[config.mk]
export PLATFORM = sky130hd
export DESIGN_NAME = trap_controller
export DESIGN_NICKNAME = d
export VERILOG_FILES = /design/src/rtl/trap_controller.sv
export SDC_FILE = /design/constraint.sdc
export NUM_CORES = 1
export LEC_CHECK = 0
export BUFFER_PORTS_ARGS = -buffer_cell sky130_fd_sc_hd__clkbuf_2
export CAP_MARGIN = 20
export CORE_UTILIZATION = 42
export CTS_CLUSTER_DIAMETER = 40
export CTS_CLUSTER_SIZE = 12
export DETAILED_ROUTE_END_ITERATION = 6
export GPL_TIMING_DRIVEN = 0
export PLACE_DENSITY = 0.78
export SKIP_CTS_REPAIR_TIMING = 1
export SKIP_LAST_GASP = 1
export SLEW_MARGIN = 30
export SYNTH_ARGS = -nofsm -noshare
export SYNTH_HDL_FRONTEND = slang
export SYNTH_SLANG_ARGS = --single-unit
[constraint.sdc]
create_clock -name CLK -period 1.9 [get_ports CLK]
set_input_delay 0.19 -clock CLK [delete_from_list [all_inputs] [get_ports CLK]]
set_output_delay 0.19 -clock CLK [all_outputs]
set_load 0.01 [all_outputs]
[src/rtl/trap_controller.sv]
// trap_controller: machine-mode trap/mret sequencer for the rv32ima core.
// Picks the highest-priority exception, records mepc/mcause, handshakes a
// pipeline flush and then issues a one-cycle redirect to mtvec (trap) or to
// mepc (mret). Owns the mtvec, mepc and mcause registers.
// Optional build macro TRAP_CTRL_MTVAL_EN adds fault_addr input and mtval output.
module trap_controller #(
    parameter int unsigned     XLEN        = 32,
    parameter logic [XLEN-1:0] RESET_MTVEC = 32'h0000_0100
) (
    input  logic            CLK,
    input  logic            nRST,
    input  logic            inst_addr_misalign_flag,
    input  logic            load_addr_misalign_flag,
    input  logic            store_amo_addr_misalign_flag,
    input  logic            inst_illegal_flag,
    input  logic            ebreak_flag,
    input  logic            ecall_flag,
    input  logic [XLEN-1:0] current_pc,
    input  logic            mret_flag,
    input  logic            flush_ack,
    input  logic            mtvec_we,
    input  logic [XLEN-1:0] mtvec_wdata,
`ifdef TRAP_CTRL_MTVAL_EN
    input  logic [XLEN-1:0] fault_addr,
    output logic [XLEN-1:0] mtval,
`endif
    output logic            flush_req,
    output logic            trap_enable,
    output logic            mret_enable,
    output logic [XLEN-1:0] trap_handler_addr,
    output logic [XLEN-1:0] epc_value,
    output logic [XLEN-1:0] mcause,
    output logic            busy
);

    typedef enum logic [2:0] {
        S_IDLE,
        S_FLUSH,
        S_REDIRECT,
        S_MRET_FLUSH,
        S_MRET
    } state_t;

    localparam logic [XLEN-1:0] ALIGN_MASK = {{(XLEN-2){1'b1}}, 2'b00};

    state_t          state_q, state_d;
    logic [XLEN-1:0] mepc_q, mepc_d;
    logic [XLEN-1:0] mcause_q, mcause_d;
    logic [XLEN-1:0] mtvec_q, mtvec_d;
    logic            flush_req_q, flush_req_d;
    logic            trap_enable_q, trap_enable_d;
    logic            mret_enable_q, mret_enable_d;
    logic            busy_q, busy_d;

    logic            trap_any;
    logic [XLEN-1:0] cause_sel;

`ifdef TRAP_CTRL_MTVAL_EN
    logic [XLEN-1:0] mtval_q, mtval_d;
    logic [XLEN-1:0] mtval_sel;
`endif

    // Fixed-priority cause selection (and the matching trap value when built)
    always_comb begin
        trap_any  = inst_addr_misalign_flag | inst_illegal_flag | ecall_flag |
                    ebreak_flag | load_addr_misalign_flag | store_amo_addr_misalign_flag;
        cause_sel = '0;
`ifdef TRAP_CTRL_MTVAL_EN
        mtval_sel = '0;
`endif
        if (inst_addr_misalign_flag) begin
            cause_sel = XLEN'(0);
`ifdef TRAP_CTRL_MTVAL_EN
            mtval_sel = fault_addr;
`endif
        end else if (inst_illegal_flag) begin
            cause_sel = XLEN'(2);
        end else if (ecall_flag) begin
            cause_sel = XLEN'(11);
        end else if (ebreak_flag) begin
            cause_sel = XLEN'(3);
`ifdef TRAP_CTRL_MTVAL_EN
            mtval_sel = current_pc;
`endif
        end else if (load_addr_misalign_flag) begin
            cause_sel = XLEN'(4);
`ifdef TRAP_CTRL_MTVAL_EN
            mtval_sel = fault_addr;
`endif
        end else if (store_amo_addr_misalign_flag) begin
            cause_sel = XLEN'(6);
`ifdef TRAP_CTRL_MTVAL_EN
            mtval_sel = fault_addr;
`endif
        end
    end

    // Next-state logic; strobes are decoded from the next state so they are registered
    always_comb begin
        state_d  = state_q;
        mepc_d   = mepc_q;
        mcause_d = mcause_q;
        mtvec_d  = mtvec_we ? (mtvec_wdata & ALIGN_MASK) : mtvec_q;
`ifdef TRAP_CTRL_MTVAL_EN
        mtval_d  = mtval_q;
`endif
        unique case (state_q)
            S_IDLE: begin
                // A trap in the same cycle as mret wins; the mret is dropped.
                if (trap_any) begin
                    mepc_d   = current_pc & ALIGN_MASK;
                    mcause_d = cause_sel;
`ifdef TRAP_CTRL_MTVAL_EN
                    mtval_d  = mtval_sel;
`endif
                    state_d  = S_FLUSH;
                end else if (mret_flag) begin
                    state_d = S_MRET_FLUSH;
                end
            end
            S_FLUSH:      if (flush_ack) state_d = S_REDIRECT;
            S_REDIRECT:   state_d = S_IDLE;
            S_MRET_FLUSH: if (flush_ack) state_d = S_MRET;
            S_MRET:       state_d = S_IDLE;
            default:      state_d = S_IDLE;
        endcase
        flush_req_d   = (state_d == S_FLUSH) || (state_d == S_MRET_FLUSH);
        trap_enable_d = (state_d == S_REDIRECT);
        mret_enable_d = (state_d == S_MRET);
        busy_d        = (state_d != S_IDLE);
    end

    // State, CSR and output registers
    always_ff @(posedge CLK or negedge nRST) begin
        if (!nRST) begin
            state_q       <= S_IDLE;
            mepc_q        <= '0;
            mcause_q      <= '0;
            mtvec_q       <= RESET_MTVEC & ALIGN_MASK;
            flush_req_q   <= 1'b0;
            trap_enable_q <= 1'b0;
            mret_enable_q <= 1'b0;
            busy_q        <= 1'b0;
`ifdef TRAP_CTRL_MTVAL_EN
            mtval_q       <= '0;
`endif
        end else begin
            state_q       <= state_d;
            mepc_q        <= mepc_d;
            mcause_q      <= mcause_d;
            mtvec_q       <= mtvec_d;
            flush_req_q   <= flush_req_d;
            trap_enable_q <= trap_enable_d;
            mret_enable_q <= mret_enable_d;
            busy_q        <= busy_d;
`ifdef TRAP_CTRL_MTVAL_EN
            mtval_q       <= mtval_d;
`endif
        end
    end

    assign flush_req         = flush_req_q;
    assign trap_enable       = trap_enable_q;
    assign mret_enable       = mret_enable_q;
    assign busy              = busy_q;
    assign trap_handler_addr = mtvec_q;
    assign epc_value         = mepc_q;
    assign mcause            = mcause_q;
`ifdef TRAP_CTRL_MTVAL_EN
    assign mtval             = mtval_q;
`endif

endmodule

---- Word-level counts from Yosys, hierarchy flattened ----
Index checks and enable logic that the tools add are counted.
Widths: inputs -> output; s select.
storage, ports and cells
  memory bits (read-only) ................. 0
  bits in latches ......................... 0
  flip-flop bits (word level) ............. 99
  memory bits (writable) .................. 0
  word-level logic and storage cells ...... 34
  input bits .............................. 75
  memories ................................ 0
  output and inout port bits .............. 100
operators by class
  equal/unequal tests ..................... 6
  add/sub/neg operators ................... 0
  reduce and logical (&&, ||, !) cells .... 4
  div/mod/pow operators ................... 0
  shift-type cells ........................ 0
  bitwise gates (word level) .............. 5
  mux-type cells .......................... 11
  order comparisons ....................... 0
  multiply operators ...................... 0
operator list
  cell                number
  $mux 32             2
  $mux 3              7
  $eq 3x2->1 const B  3
  $pmux 3 s3          1
  $eq 3x1->1 const B  2
  $or 1x1->1          5
  $mux 4              1
  $eq 3x3->1 const B  1
  $logic_not 3->1     1
  $reduce_bool 3->1   1
  $reduce_and 2->1    1
  $logic_or 1x1->1    1

---- Longest topological paths before layout ----
Gate-level depths: netlist of the first run.
  word-level depth ........................ 9
  mapped depth ............................ 4
  depth with buffers taken out ............ 3

---- Least setup slack after synthesis of the first run ----
No wires, ideal clock.
  path kind ............................... reg-to-reg
  start point ............................. register state_q[1]
  end point ............................... register mepc_q[10] (netlist: epc_value[10])
  buffers on the path ..................... 1
  arrival time ............................ 1.525 ns
  required time ........................... 1.775 ns
  setup slack ............................. 0.250 ns
  period minus slack after synthesis ...... 1.650 ns
  library setup time ...................... 0.125 ns
  cell stages (with the launch flop) ...... 5
  cell sequence ........................... dfrtp_1 > or3_4 > a21oi_4 > buf_6 > mux2_2
between the ends
  word-level cells in the longest chain between the ends .. 2
ends and longest elaborated chain
  element                            RTL line  text
  start, declared                    46        state_t state_q, state_d;
  start signal, assigned             148       state_q <= state_d;
  $logic_not 3->1                    107       unique case (state_q)
  $reduce_and 2->1 (no source line)  n/a
  end signal, assigned               149       mepc_q <= mepc_d;
  end, declared                      47        logic [XLEN-1:0] mepc_q, mepc_d;
No other way between the ends.
A chain may end at the register's enable or synchronous reset.

---- Final worst setup path of the first run ----
  start point ............................. register state_q[1]
  end point ............................... register mepc_q[27] (netlist: epc_value[27])
The elaborated chain is that of the path after synthesis.

==> qor.tcl, run 1 <==
set qor(final_layout_size_suffix_gt1_share_pct) 63.9
set qor(ctsLongestPathBuffers) 2
set qor(cts_tree) {built}
set qor(cp.required_ns) 2.12
set qor(vias_in_the_first_global_route) 2029
set qor(synth-seq-area-share_pct) 59.9
set qor(yosys_warnings) 0
set qor(post-route-min-period_ns) 1.79
set qor(setup.worst_path.end_class) {flip-flop}
set qor(synth_enable_flop_cells) 0
set qor(wire_length_of_the_first_global_routing_pass_mm) 9.14
set qor(grt.total_usage_pct) 16.1
set qor(synthFlopType) {dfrtp_1}
set qor(htree_num_levels) 3
set qor(worst_min_delay_path_category) {in -> reg}
set qor(synth_cell_types) 27
set qor(setup-violations-final) 0
set qor(setup_total_negative_slack_ns) 0
set qor(vias_after_detailed_routing) 2082
set qor(rows) 30
set qor(clock_latency_ns) 0.33
set qor(post_drt_wl_per_cell_um) 11.8
set qor(fmax_mhz) 558
set qor(synthArstFlopShare_pct) 100
set qor(clkSlewWorstSetupHoldPaths_ns) 0.08
set qor(die_footprint_um2) 7410
set qor(netlist_area_um2) 2970
set qor(placement.io_buffers) 137
set qor(totalPowerFinal_mw) 5.54
set qor(cts_inserted_buffers) 9
set qor(fp.dieW_um) 86.1
set qor(leakagePower_nw) 2.15
set qor(slew_at_the_pin_with_the_worst_max_slew_slack_ns) 0.517
set qor(clock_sinks) 71
set qor(dpl_cell_area_um2) 3910
set qor(largest_net_degree_at_the_start_of_global_routing) 41
set qor(ant_nets) 0
set qor(instances_no_fill) 484
set qor(clock-skew-final_ns) 0.0110
set qor(hold-worst-slack_ns) 0.0747
set qor(n_antenna_cell) 0
set qor(synthesis.area_per_instance_um2) 14.7
set qor(placed_cells) 467
set qor(worst_ir_drop_vdd_mv) 0.893
set qor(grt.overflow.total) 0
set qor(critical_path_data_arrival_time_ns) 2.01
set qor(final_worst_path_period_share_pct) 94.3
set qor(pwr_density_cell_nw_per_um2) 1330
set qor(filler_cell_count) 558
set qor(design.core.area_um2) 6790
set qor(detailedRoute.firstIterationViolations) 33
set qor(drc) 0
set qor(worst-setup-path-type) {reg -> reg}
set qor(result_of_the_run) {complete, no violations}
set qor(setup_ws_pre_cts_ns) 0.0953
set qor(nNetsFinal) 458
set qor(ctsRootBufferMaster) {clkbuf_8}
set qor(grt_setup_unrepaired) {no}
set qor(finish.instance_area_um2) 4150
set qor(flow.area_growth_from_synthesis_pct) 39.9
set qor(mostFrequentLayoutCells) {136 x clkbuf_2, 70 x dfrtp_1, 55 x mux2_2}
set qor(dp_hpwl_mm) 4.50
set qor(critical_path.startpoint_type) {flip-flop}
set qor(cp_max_fanout) 10
set qor(most_common_library_cell_in_the_layout_ignoring_fill_and_taps) {clkbuf_2}
set qor(netlist_instances) 202
set qor(synth.ff_latch_count) 71
set qor(final_core_utilization_pct) 61.1
set qor(remaining_max_slew_budget_at_the_tightest_pin_pct) 65.5
set qor(dr.pass1.iters) 4
set qor(detail_route.wirelength_mm) 5.70
set qor(routabilityCongestion) 0.727
set qor(final.setup.worst_slack_ns) 0.109
set qor(antenna_found_initial) 0
set qor(initial_core_util_pct) 43.7
set qor(chipHeight_um) 86.1
set qor(timing.final.max_slew_violations) 0
set qor(vias_per_cell) 4.30
set qor(ioPinCount) 175
set qor(final_report_hold_violation_count) 0
set qor(max-cap-violations) 0
[path summary, 6_finish.rpt]
| check | endpoint | slack, ns | depth (start not counted) | startpoint |
|---|---|---|---|---|
| worst max-delay path | epc_value[27] | 0.11 | 4 | state_q[1] |
| worst min-delay path | epc_value[11] | 0.07 | 2 | current_pc[11] |
| worst max register to register | epc_value[27] | 0.11 | 4 | state_q[1] |
| worst min register to register | epc_value[2] | 0.49 | 1 | epc_value[2] |
| max in group asynchronous | trap_handler_addr[8] | 0.89 | 3 | nRST |
| min in group asynchronous | trap_handler_addr[3] | 0.40 | 2 | nRST |
[state kept, by name, indices dropped and copies added (netlist names)]
name / flops
epc_value: 30
trap_handler_addr: 30
mcause: 4
state_q: 3
busy: 1
flush_req: 1
mret_enable: 1
trap_enable: 1
[cell type report]
class	instances	area, um^2	area share, %
multi-input cells	121	1010	24.3
plain buffers	38	285	6.87
flip-flops and latches	71	1780	42.8
inverters	3	11.3	0.271
clock inverters	5	78.8	1.90
clock buffers	11	151	3.64
well taps	96	120	2.89
repair buffers	139	718	17.3
[power by group]
part	switching (mW)	internal [mW]	total, mW
Clock	0.536	0.811	1.35
Combinational	0.904	1.03	1.93
Sequential	0.257	2.01	2.27
Total	1.70	3.85	5.54
[metal layers]
metal / track usage (%) / vias to the layer above / routed length, um / share of wire [%]
li1: - / 1003 / - / -
met5: 0 / - / 0 / 0
met3: 4.81 / 11 / 487 / 8.5
met1: 18.3 / 968 / 2220 / 39
met4: 7.42 / 0 / 90 / 1.6
met2: 27.7 / 100 / 2900 / 51
[cell usage after synthesis (2+ instances only)]
cell type / count / share of area, %
mux2_1: 6 / 2.3
and4b_1: 2 / 0.67
o21ai_0: 4 / 0.67
buf_4: 32 / 8.1
nor2_1: 2 / 0.25
nand2b_1: 3 / 0.63
inv_1: 3 / 0.38
mux2_2: 55 / 21
buf_6: 3 / 1.1
dfrtp_1: 70 / 59
o22ai_1: 2 / 0.42
a21oi_1: 3 / 0.51
clkbuf_1: 3 / 0.38
[worst max-delay path, stage by stage, from the launching register on]
cell     delay (ns)
dfrtp_1        0.45
or3_4          0.46
a21oi_4        0.22
buf_6          0.20
mux2_2         0.35
[logic make-up (layout without fill, tap and decap cells)]
logic type      count (synthesis)  count (layout)  synth area share, %
compound gates                 13              13                 2.91
buf+inv                        41             196                 9.99
flops                          71              71                 59.9
mux                            61              61                 23.1
other cells                     1              32                0.126
simple gates                   15              15                 3.96
Power figures use the tool's default switching activity.
==> inputs of run 2 (changes only) <==
--- a/config.mk
+++ b/config.mk
@@ -12,6 +12,7 @@
 export CTS_CLUSTER_SIZE = 12
 export DETAILED_ROUTE_END_ITERATION = 6
 export GPL_TIMING_DRIVEN = 0
+export HOLD_SLACK_MARGIN = 0.12
 export PLACE_DENSITY = 0.78
 export SKIP_CTS_REPAIR_TIMING = 1
 export SKIP_LAST_GASP = 1
==> run 2 against run 1 <==
Compared with the run above: sequential cell count did not move; wire length rose by 22%; die area did not move; non-clock buffer count rose by 61; critical path depth did not move; combinational power rose by 6%; utilization rose by 9.0 points; total power rose by 2.2%; global-route usage did not move; register-to-register slack barely moved; worst setup slack barely moved; maximum frequency barely moved; largest cell class unchanged; largest power group unchanged.
==> qor.tcl, run 2 (synthesis gave the netlist of run 1 again) <==
set qor(critical_path.startpoint_type) {flip-flop}
set qor(critical_path_data_arrival_time_ns) 2.01
set qor(clock-skew-final_ns) 0.00678
set qor(grt_setup_unrepaired) {no}
set qor(most_common_library_cell_in_the_layout_ignoring_fill_and_taps) {clkbuf_2}
set qor(htree_num_levels) 3
set qor(regToRegEndpoint) {epc_value[27]}
set qor(setup-violations-final) 0
set qor(cts_inserted_buffers) 9
set qor(combinationalPowerShare_pct) 36.0
set qor(ant_nets) 0
set qor(max-cap-violations) 0
set qor(worst_ir_drop_vdd_mv) 1.01
set qor(worstReg2RegStart) {state_q[1]}
set qor(final_worst_path_period_share_pct) 94.3
set qor(worst-setup-path-type) {reg -> reg}
set qor(cp.required_ns) 2.12
set qor(result_of_the_run) {complete, no violations}
set qor(initial_core_util_pct) 43.7
set qor(worst_min_delay_path_category) {in -> reg}
set qor(critical_path.slowest_cell) {or3_4}
set qor(detailedRoute.firstIterationViolations) 30
set qor(drc) 0
set qor(slew_at_the_pin_with_the_worst_max_slew_slack_ns) 0.527
set qor(final_report_hold_violation_count) 0
set qor(net-switching-power_mw) 1.73
set qor(clock_sinks) 71
set qor(ctsRootBufferMaster) {clkbuf_8}
set qor(timing.final.max_slew_violations) 0
set qor(fmax_mhz) 558
set qor(rows) 30
set qor(hold_path.startpoint) {flush_ack}
set qor(instances_no_fill) 545
set qor(vias_in_the_first_global_route) 2029
set qor(wire_length_of_the_first_global_routing_pass_mm) 9.14
set qor(worst-r2r-setup-slack_ns) 0.11
set qor(cp_max_fanout) 10
set qor(clkSlewWorstSetupHoldPaths_ns) 0.07
set qor(ioPinCount) 175
set qor(ctsLongestPathBuffers) 2
set qor(placement.io_buffers) 137
set qor(worstPathCellList) {or3_4 > a21oi_4 > buf_6 > mux2_2}
set qor(hold_path_depth) 2
set qor(worstHoldEndpoint) {flush_req}
set qor(worstPathBufferInverterCount) 1
set qor(post-route-min-period_ns) 1.79
set qor(rr_worst_depth) 4
set qor(flow.area_growth_from_synthesis_pct) 60.5
set qor(remaining_max_slew_budget_at_the_tightest_pin_pct) 64.9
set qor(vias_after_detailed_routing) 2349
set qor(grt.overflow.total) 0
set qor(pwr_density_cell_nw_per_um2) 1190
set qor(setup.worst_path.end_class) {flip-flop}
set qor(fp.dieW_um) 86.1
set qor(design.core.area_um2) 6790
set qor(cell_internal_power_dissipation_mw) 3.93
set qor(dp_hpwl_mm) 4.50
set qor(chipHeight_um) 86.1
set qor(n_antenna_cell) 0
set qor(largest_net_degree_at_the_start_of_global_routing) 41
set qor(die_footprint_um2) 7410
set qor(placed_cells) 467
set qor(power_frac_seq_pct) 40.3
set qor(part_of_the_power_in_the_clock_network_pct) 23.7
set qor(totalPowerFinal_mw) 5.66
set qor(dr.pass1.iters) 5
set qor(post_drt_wl_per_cell_um) 12.7
set qor(clock_latency_ns) 0.33
set qor(power.share.switching_pct) 30.6
set qor(grt.total_usage_pct) 16.1
set qor(worst_path_largest_cell_delay_ns) 0.46
set qor(antenna_found_initial) 0
set qor(filler_cell_count) 471
set qor(final_layout_size_suffix_gt1_share_pct) 55.2
set qor(vias_per_cell) 4.31
set qor(cp_top_family) {simple AND/OR/NAND/NOR gates}
set qor(nNetsFinal) 519
set qor(mostFrequentLayoutCells) {136 x clkbuf_2, 70 x dfrtp_1, 62 x dlygate4sd3_1}
set qor(leakagePower_nw) 2.41
set qor(cts_tree) {built}
set qor(setup_total_negative_slack_ns) 0
set qor(detail_route.wirelength_mm) 6.94
set qor(routabilityCongestion) 0.727
==> run 2: power by group through the flow <==
stage                     Sequential, mW  Combinational [mW]  Clock (mW)
after CTS                           2.28                1.96        1.40
after global placement              2.28                1.91           0
after global routing                2.35                2.21        1.46
after detailed placement            2.30                1.96           0
after floorplan                     2.51               0.981           0
final                               2.28                2.04        1.34
==> run 2: worst max path at each step <==
stage | slack [ns] | cells past startpoint | to | start
2_1_floorplan | 0.25 | 4 | epc_value[10] | state_q[1]
3_3_place_gp | 0.12 | 1 | epc_value[9] | nRST
3_5_place_dp | 0.1 | 4 | epc_value[27] | state_q[1]
4_1_cts | 0.09 | 4 | epc_value[24] | state_q[1]
5_1_grt | 0.05 | 4 | epc_value[28] | state_q[1]
6_report | 0.11 | 4 | epc_value[27] | state_q[1]
==> run 2: per-stage QoR <==
stage               hold slack [ns]  setup slack, ns  util, %  cell area [um^2]
finish                        0.131            0.109     70.1              4760
global route                  0.140           0.0529     70.1              4760
detailed placement            0.199           0.0953     57.6              3910
CTS                          -0.180           0.0950     61.0              4140
global placement              0.407            0.121     57.3              3890
floorplan                    -0.106            0.250        -              3090
==> run 2: cell type report <==
type                       instances  area, um^2  area share [%]
clock buffer                      11         151            3.18
buffer                            38         285            5.99
multi-input combinational        121        1010            21.2
timing repair buffer             200        1330            27.9
inverter                           3        11.3           0.236
clock inverter                     5        78.8            1.65
sequential                        71        1780            37.3
tap                               96         120            2.52
==> run 2: metal layers <==
metal | GRT usage, % | routed length [um] | vias to the layer above
met5 | 0 | 0 | -
met3 | 4.81 | 508 | 11
met2 | 27.7 | 3730 | 102
li1 | - | - | 1124
met1 | 18.3 | 2610 | 1112
met4 | 7.42 | 90 | 0
